### config.mk
export PLATFORM = sky130hd
export DESIGN_NAME = rot_reservation_station
export DESIGN_NICKNAME = d
export VERILOG_FILES = /design/src/rtl/rot_reservation_station.sv
export SDC_FILE = /design/constraint.sdc
export NUM_CORES = 1
export LEC_CHECK = 0
export BUFFER_PORTS_ARGS = -buffer_cell sky130_fd_sc_hd__clkbuf_2
export CAP_MARGIN = 20
export CORE_MARGIN = 2
export CORE_UTILIZATION = 40
export DETAILED_ROUTE_END_ITERATION = 8
export REMOVE_ABC_BUFFERS = 1
export SLEW_MARGIN = 20
export SYNTH_ARGS = -nofsm -noshare
export SYNTH_HDL_FRONTEND = slang
export SYNTH_SLANG_ARGS = --single-unit
### constraint.sdc
create_clock -name clk -period 5.9 [get_ports clk]
set_input_delay 0 -clock clk [delete_from_list [all_inputs] [get_ports clk]]
set_output_delay 0 -clock clk [all_outputs]
set_load 0.01 [all_outputs]
### src/rtl/rot_reservation_station.sv
// Reservation station in front of rot_unit.
// Dispatched rotate/shift instructions wait here until all three operands
// (op1, op2, target) are present. Missing operands are captured from the
// common data bus (CDB). Ready entries then issue one per handshake.
// An entry stays allocated after issue until the CDB broadcasts its own
// rs_id, so a tag is never reused while its result is still in flight.
//
// Ports:
//   clk, rst                      clock, async active-high reset
//   dispatch_*                    allocation handshake and id of the next free entry
//   op1/op2/target_{in,valid_in,tag_in}  operand value, presence flag, producer tag
//   control_in, result_reg_addr_in       decoded control and destination GPR
//   cdb_valid/cdb_rs_id/cdb_result       result broadcast
//   output_valid/output_ready            issue handshake towards rot_unit
//   rs_id_out, result_reg_addr_out, op1, op2, target, control  issued payload
//                                        (zero whenever output_valid=0)

package rot_rs_pkg;
  typedef struct packed {
    logic [4:0] mb;
    logic [4:0] me;
    logic       mask_insert;
    logic       shift_right;
  } rotate_decode_t;
endpackage

module rot_reservation_station
  import rot_rs_pkg::*;
#(
  parameter int RS_ID_WIDTH = 5,
  parameter int RS_DEPTH    = 4,
  parameter int RS_OFFSET   = 0
) (
  input  logic                   clk,
  input  logic                   rst,
  input  logic                   dispatch_valid,
  output logic                   dispatch_ready,
  output logic [RS_ID_WIDTH-1:0] dispatch_rs_id,
  input  logic [31:0]            op1_in,
  input  logic [31:0]            op2_in,
  input  logic [31:0]            target_in,
  input  logic                   op1_valid_in,
  input  logic                   op2_valid_in,
  input  logic                   target_valid_in,
  input  logic [RS_ID_WIDTH-1:0] op1_tag_in,
  input  logic [RS_ID_WIDTH-1:0] op2_tag_in,
  input  logic [RS_ID_WIDTH-1:0] target_tag_in,
  input  rotate_decode_t         control_in,
  input  logic [4:0]             result_reg_addr_in,
  input  logic                   cdb_valid,
  input  logic [RS_ID_WIDTH-1:0] cdb_rs_id,
  input  logic [31:0]            cdb_result,
  output logic                   output_valid,
  input  logic                   output_ready,
  output logic [RS_ID_WIDTH-1:0] rs_id_out,
  output logic [4:0]             result_reg_addr_out,
  output logic [31:0]            op1,
  output logic [31:0]            op2,
  output logic [31:0]            target,
  output rotate_decode_t         control
);

  localparam int IDX_W = (RS_DEPTH > 1) ? $clog2(RS_DEPTH) : 1;

  typedef enum logic [1:0] {S_FREE, S_WAITING, S_READY, S_ISSUED} rs_state_e;

  rs_state_e                          state_q   [RS_DEPTH];
  rs_state_e                          state_d   [RS_DEPTH];
  logic [2:0]                         op_vld_q  [RS_DEPTH];
  logic [2:0]                         op_vld_d  [RS_DEPTH];
  logic [2:0][31:0]                   op_val_q  [RS_DEPTH];
  logic [2:0][31:0]                   op_val_d  [RS_DEPTH];
  logic [2:0][RS_ID_WIDTH-1:0]        op_tag_q  [RS_DEPTH];
  logic [2:0][RS_ID_WIDTH-1:0]        op_tag_d  [RS_DEPTH];
  rotate_decode_t                     ctrl_q    [RS_DEPTH];
  rotate_decode_t                     ctrl_d    [RS_DEPTH];
  logic [4:0]                         rd_q      [RS_DEPTH];
  logic [4:0]                         rd_d      [RS_DEPTH];
  logic                               lock_q, lock_d;
  logic [IDX_W-1:0]                   lock_idx_q, lock_idx_d;

  logic             any_free, any_ready, dispatch_fire, issue_fire;
  logic [IDX_W-1:0] alloc_idx, ready_idx, sel_idx;

  // Operand slot 0 = op1, 1 = op2, 2 = target.
  logic [2:0][31:0]            din_val;
  logic [2:0]                  din_vld;
  logic [2:0][RS_ID_WIDTH-1:0] din_tag;
  assign din_val = {target_in, op2_in, op1_in};
  assign din_vld = {target_valid_in, op2_valid_in, op1_valid_in};
  assign din_tag = {target_tag_in, op2_tag_in, op1_tag_in};

  // Lowest-index FREE and READY entries, from registered state only.
  always_comb begin
    any_free  = 1'b0;
    any_ready = 1'b0;
    alloc_idx = '0;
    ready_idx = '0;
    for (int i = RS_DEPTH - 1; i >= 0; i--) begin
      if (state_q[i] == S_FREE) begin
        any_free  = 1'b1;
        alloc_idx = IDX_W'(i);
      end
      if (state_q[i] == S_READY) begin
        any_ready = 1'b1;
        ready_idx = IDX_W'(i);
      end
    end
  end

  // A locked selection keeps the payload stable until it is accepted.
  assign sel_idx        = lock_q ? lock_idx_q : ready_idx;
  assign dispatch_ready = any_free && !rst;
  assign dispatch_rs_id = RS_ID_WIDTH'(RS_OFFSET) + RS_ID_WIDTH'(alloc_idx);
  assign output_valid   = (lock_q || any_ready) && !rst;
  assign dispatch_fire  = dispatch_valid && dispatch_ready;
  assign issue_fire     = output_valid && output_ready;

  always_comb begin
    lock_d     = lock_q;
    lock_idx_d = lock_idx_q;
    if (issue_fire) begin
      lock_d = 1'b0;
    end else if (output_valid) begin
      lock_d     = 1'b1;
      lock_idx_d = sel_idx;
    end
  end

  always_comb begin
    for (int i = 0; i < RS_DEPTH; i++) begin
      state_d[i]  = state_q[i];
      op_vld_d[i] = op_vld_q[i];
      op_val_d[i] = op_val_q[i];
      op_tag_d[i] = op_tag_q[i];
      ctrl_d[i]   = ctrl_q[i];
      rd_d[i]     = rd_q[i];
      case (state_q[i])
        S_FREE: begin
          if (dispatch_fire && (alloc_idx == IDX_W'(i))) begin
            op_vld_d[i] = din_vld;
            op_val_d[i] = din_val;
            op_tag_d[i] = din_tag;
            ctrl_d[i]   = control_in;
            rd_d[i]     = result_reg_addr_in;
            // Producer broadcasting right now would otherwise be missed.
            for (int k = 0; k < 3; k++) begin
              if (!din_vld[k] && cdb_valid && (din_tag[k] == cdb_rs_id)) begin
                op_vld_d[i][k] = 1'b1;
                op_val_d[i][k] = cdb_result;
              end
            end
            state_d[i] = (&op_vld_d[i]) ? S_READY : S_WAITING;
          end
        end
        S_WAITING: begin
          for (int k = 0; k < 3; k++) begin
            if (!op_vld_q[i][k] && cdb_valid && (op_tag_q[i][k] == cdb_rs_id)) begin
              op_vld_d[i][k] = 1'b1;
              op_val_d[i][k] = cdb_result;
            end
          end
          if (&op_vld_d[i]) state_d[i] = S_READY;
        end
        S_READY: begin
          if (issue_fire && (sel_idx == IDX_W'(i))) state_d[i] = S_ISSUED;
        end
        S_ISSUED: begin
          if (cdb_valid && (cdb_rs_id == RS_ID_WIDTH'(RS_OFFSET + i))) state_d[i] = S_FREE;
        end
        default: state_d[i] = S_FREE;
      endcase
    end
  end

  always_ff @(posedge clk or posedge rst) begin
    if (rst) begin
      lock_q     <= 1'b0;
      lock_idx_q <= '0;
      for (int i = 0; i < RS_DEPTH; i++) state_q[i] <= S_FREE;
    end else begin
      lock_q     <= lock_d;
      lock_idx_q <= lock_idx_d;
      for (int i = 0; i < RS_DEPTH; i++) state_q[i] <= state_d[i];
    end
  end

  // Entry payload is only meaningful while the entry is allocated.
  always_ff @(posedge clk) begin
    for (int i = 0; i < RS_DEPTH; i++) begin
      op_vld_q[i] <= op_vld_d[i];
      op_val_q[i] <= op_val_d[i];
      op_tag_q[i] <= op_tag_d[i];
      ctrl_q[i]   <= ctrl_d[i];
      rd_q[i]     <= rd_d[i];
    end
  end

  always_comb begin
    rs_id_out           = '0;
    result_reg_addr_out = '0;
    op1                 = '0;
    op2                 = '0;
    target              = '0;
    control             = '0;
    if (output_valid) begin
      rs_id_out           = RS_ID_WIDTH'(RS_OFFSET) + RS_ID_WIDTH'(sel_idx);
      result_reg_addr_out = rd_q[sel_idx];
      op1                 = op_val_q[sel_idx][0];
      op2                 = op_val_q[sel_idx][1];
      target              = op_val_q[sel_idx][2];
      control             = ctrl_q[sel_idx];
    end
  end

endmodule

# Yosys cells after proc, flatten, opt, wreduce, memory -nomap -nowiden
# Memory sizes are Yosys's and may differ from the RTL's.
# Cells that the tools add are included.
# classes
n_addsub	0
mul	0
div	0
n_lt_le_gt_ge	0
eq_ne	96
shifts	0
mux	173
n_bitwise	1
reduce_logical	106
# ops
op	n
$pmux W96 S2	4
$mux W32	18
$mux W96	4
$mux W12	12
$mux W15	8
$ne A2 B2 Y1 const B	48
$eq A5 B5 Y1	15
$mux W2	36
$mux W1	67
$mux W5	12
$reduce_and A3 Y1	20
$logic_and A1 B1 Y1	46
$reduce_or A12 Y1	3
$pmux W2 S4	4
$eq A2 B2 Y1 const B	12
$pmux W3 S2	4
$logic_not A1 Y1	16
$ne A2 B1 Y1 const B	8
$reduce_and A4 Y1	4
$reduce_or A5 Y1	3
$eq A2 B1 Y1 const B	6
$logic_not A2 Y1	6
$mux W3	4
$eq A5 B2 Y1 const B	2
other kinds (7)	14
# word_totals
register_bits	11
latch_bits	0
mem_bits_rw	524
rom_bits	0
output_inout_bits	125
n_memories	5
# memory_table
name	words	word_bits	read_ports	rd_ports_with_merged_regs	write_ports	line	text
op_val_q	4	96	1	0	4	71	logic [2:0][31:0] op_val_q [RS_DEPTH];
op_tag_q	4	15	4	0	4	73	logic [2:0][RS_ID_WIDTH-1:0] op_tag_q [RS_DEPTH];
ctrl_q	4	12	1	0	1	75	rotate_decode_t ctrl_q [RS_DEPTH];
rd_q	4	5	1	0	1	77	logic [4:0] rd_q [RS_DEPTH];
op_vld_q	4	3	4	0	4	69	logic [2:0] op_vld_q [RS_DEPTH];

# Logic depth before layout (Yosys ltp)
# depth
depth_word	14
ltp_mapped	11
mapped_depth_nobuf	8

# Worst setup path after synthesis
# Ideal clock, no wire load.
# synth_timing
path_kind	register to register
from	reg state_q[4] (netlist bit)
to	mem op_val_q[3][64] (netlist bit) (enable)
setup_ns	0.432
arrival_time_ns	5.337
t_required_ns	5.468
setup_slack_ns	0.131
stages_incl_launch_ff	9
path_buffers	1
synth_period_minus_slack_ns	5.769
path_cell_list	dfrtp_1 -> inv_1 -> ha_1 -> clkbuf_1 -> nor2_1 -> nand2_1 -> nor3_1 -> a21oi_1 -> a21oi_1
# synth_lines
item	line	text
from (decl)	67	rs_state_e state_q [RS_DEPTH];
to (decl)	71	

# Worst setup path in the final report
# layout_timing
from	reg state_q[2] (netlist bit)
to	out op2[29]
# layout_via
elab_chain_cells	7
elab_cells_between_ends	12
classes_between	eq/ne (1); mux (8); reduce/logical (2); memory (1)
# layout_lines
item	line	text
$eq A2 B2 Y1 *	104	if (state_q[i] == S_READY) begin
$mux W2 or $mux W1 (tied branches) (3 in a row)	104	
$mux W2 or $logic_or A1 B1 Y1 (tied branches)	112, 115	
$mem_v2 Z4 W96 or $logic_and A1 B1 Y1 (tied branches)	--	
$mux W32 *	206	if (output_valid) begin
to (decl)	58	output logic [31:0] op2,
# Mark *: on every way between the ends. The rest lies on a longest branch, timed or not.

==> qor.txt <==
worst endpoint data arrival time: 3830 ps
worst slack after detailed placement: 2250 ps
width of the chip: 262 microns
number of endpoints failing setup at the final stage: 0
Layout Cells excl Fill: 2949
floorplan core area: 0.0657 sq mm
routed metal-1 wire length: 32.2 mm
row count: 94
number of flops mapped to enable cells by yosys: 524
most frequent cells in the layout: edfxtp_1, mux2_2, clkbuf_2
number of synthesized register bits: 535
remaining antenna violation count after routing: 0
CP required: 5900 ps
endpoint of the worst register-to-register path: op_val_q[3][90]
final weighted congestion in routability-driven placement: 0.857
clock insertion delay at the later pin of the skew report: 630 ps
CP Capture Type: output port
mean post-synth cell area: 16.8 sq um
result of the run: completed
time the final worst path needs with I/O delays and setup: 3830 ps
GRT Util Overall: 21.4%
CP max FO: 96
post-DR vias/cell: 5.37
Initial DRC Count: 1128
number of vias after detailed routing: 15800
setup repair after global routing missed its margin: false
global route overflow: 0
largest net degree at the start of global routing: 117
Final period util: 64.8%
minimum setup slack among reg-to-reg paths: 2330 ps
count of antenna diodes in the layout: 0
post-DP HPWL: 45.3 mm
Initial Utilization: 40.4%
clock tree from TritonCTS: done
number of max-cap violations: 0
Power per Cell Area: 547 mW/mm^2
Reg-to-Reg Start: state_q[4]
Final Hold Fails: 0
number of global-route vias before repair: 16900
Area Growth Syn to Fin: 23.1%
maximum clock path buffer count: 3
# IOs: 298
met2 WL: 35.1 mm
Buffers on Ports: 291
start-to-end type of the worst setup path: reg2out
worst hold path class: in2async
count of instances resized after the clock tree is built: 0
Synth Warn #: 0
worst-case reg-to-reg path depth: 9
post-DR wirelength/cell: 25.0 microns
area of the mapped netlist: 0.0265 sq mm
ys async rst share: 2.06%
final-stage net count: 2226
Max Clock Freq: 261 MHz
maximum vdd ir drop: 0.000532 V
total of fill cells in the finished design: 5663
smallest setup slack after layout: 2070 ps
area taken by multi-input logic gates: 0.00986 sq mm
Clock Sink Count: 535
element type at the critical path start: register
clk slew on worst S/H paths: 60 ps
number of H-tree levels: 2
layout cell share with drive strength beyond 1: 41.0%
most common cell after layout, fill and taps aside: edfxtp_1
overall die area: 0.0684 sq mm
Syn Inst Count: 1579
count of unique library cells instantiated by Yosys: 56
topmost layer with routed signal wires: met5
antenna violations before repair: 10
final wirelength: 73.8 mm
number of remaining DRC errors: 0
met3 wire length: 4.52 mm
number of cells after detailed placement: 2638
Pleak: 11.6 nW
cell chosen for the clock root: clkbuf_16
area taken by flip-flops and latches: 0.0160 sq mm
number of iterations in the first detailed-routing pass: 8
sequential cell area fraction in the yosys report: 60.3%
wire length of the first global-routing pass: 108 mm
measured slew at the worst slew-check pin: 1030 ps
chip height: 262 microns
pins over their slew limit: 0
CTS buffer count: 58
most used flip-flop cell after synthesis: edfxtp_1
worst slew margin relative to its limit: 31.0%
final clock skew: 29.9 ps
[synthesized netlist by cell type (all sizes together) (16+ instances only)]
| master | n | area (sq um) |
|---|---|---|
| buf | 79 | 603 |
| ha | 16 | 200 |
| edfxtp | 524 | 15700 |
| mux4 | 113 | 2540 |
| and2 | 115 | 719 |
| a21oi | 31 | 159 |
| xor2 | 49 | 429 |
| xnor2 | 17 | 149 |
| mux2 | 389 | 4380 |
| clkbuf | 55 | 206 |
| inv | 25 | 93.8 |
| nor2 | 27 | 111 |
[worst max-delay path by stage]
stage                from         endpoint  cells after the start
6_report       state_q[2]          op2[29]                     10
5_1_grt        state_q[2]       target[15]                     10
4_1_cts        state_q[2]       target[15]                     10
3_5_place_dp   state_q[4]  op_val_q[3][81]                      9
3_3_place_gp   state_q[4]  op_val_q[3][95]                      9
2_1_floorplan  state_q[2]       state_q[0]                      8
[registers in the layout (all words and copies together), names as in the netlist]
register and count:
op_tag_q 60, op_val_q 384, ctrl_q 48, state_q 8
lock_q 1, rd_q 20, op_vld_q 12, lock_idx_q 2
[per-layer routing]
layer  up-vias  GRT usage [%]
met4        18           5.86
met2       485           35.1
met3       114           4.38
met1      8160           29.1
met5         -              0
li1       7067              -
[critical path, stage by stage, from the launching register on]
cell      delay, ps
dfrtp_1         410
inv_1           100
ha_1            220
inv_1            70
a21oi_2         160
o31a_2          170
buf_12          610
buf_4           550
mux4_2          580
and2_1          180
clkbuf_2        130
[area by class of cell]
cell class                 instances  share of cell area, %
clock inverter                    39                   1.06
multi-input combinational        889                   30.2
tap                              864                   3.31
timing repair buffer             527                   11.6
clock buffer                      69                   4.63
sequential                       535                   49.0
inverter                          26                  0.306
[where the power goes]
group | internal (W) | leakage, nW | switching (W)
clock | 0.00209 | 0.914 | 0.00151
sequential | 0.00590 | 4.96 | 0.000316
combinational | 0.00357 | 5.76 | 0.00448
total | 0.0116 | 11.6 | 0.00631
[stage by stage]
step	utilization [%]	hold slack [ps]	area [sq um]	power [W]	setup TNS, ps
finish	49.7	59.1	32700	0.0179	0
global route	49.7	75.5	32700	0.0187	0
CTS	49.7	48.0	32700	0.0180	0
detailed placement	43.8	115	28800	0.0142	0
global placement	43.8	105	28800	0.0140	0
floorplan	-	-132	25800	0.0113	-88830
[timing repair]
action / 4_1_cts / 5_1_grt
hold endpoints to repair: 535 / 0
setup buffers: 0 / 0
hold buffers: 202 / 0
[cell families after synthesis]
| family | count (synthesis) | share of synthesized area, % |
|---|---|---|
| simple gates | 220 | 5.14 |
| fa+ha+maj | 16 | 0.754 |
| mux | 512 | 26.5 |
| compound gates | 69 | 1.71 |
| other cells | 1 | 0.0141 |
| buf+inv | 160 | 3.42 |
| flops | 535 | 60.3 |
| xor+xnor | 66 | 2.18 |
(Power assumes the default switching activity.)
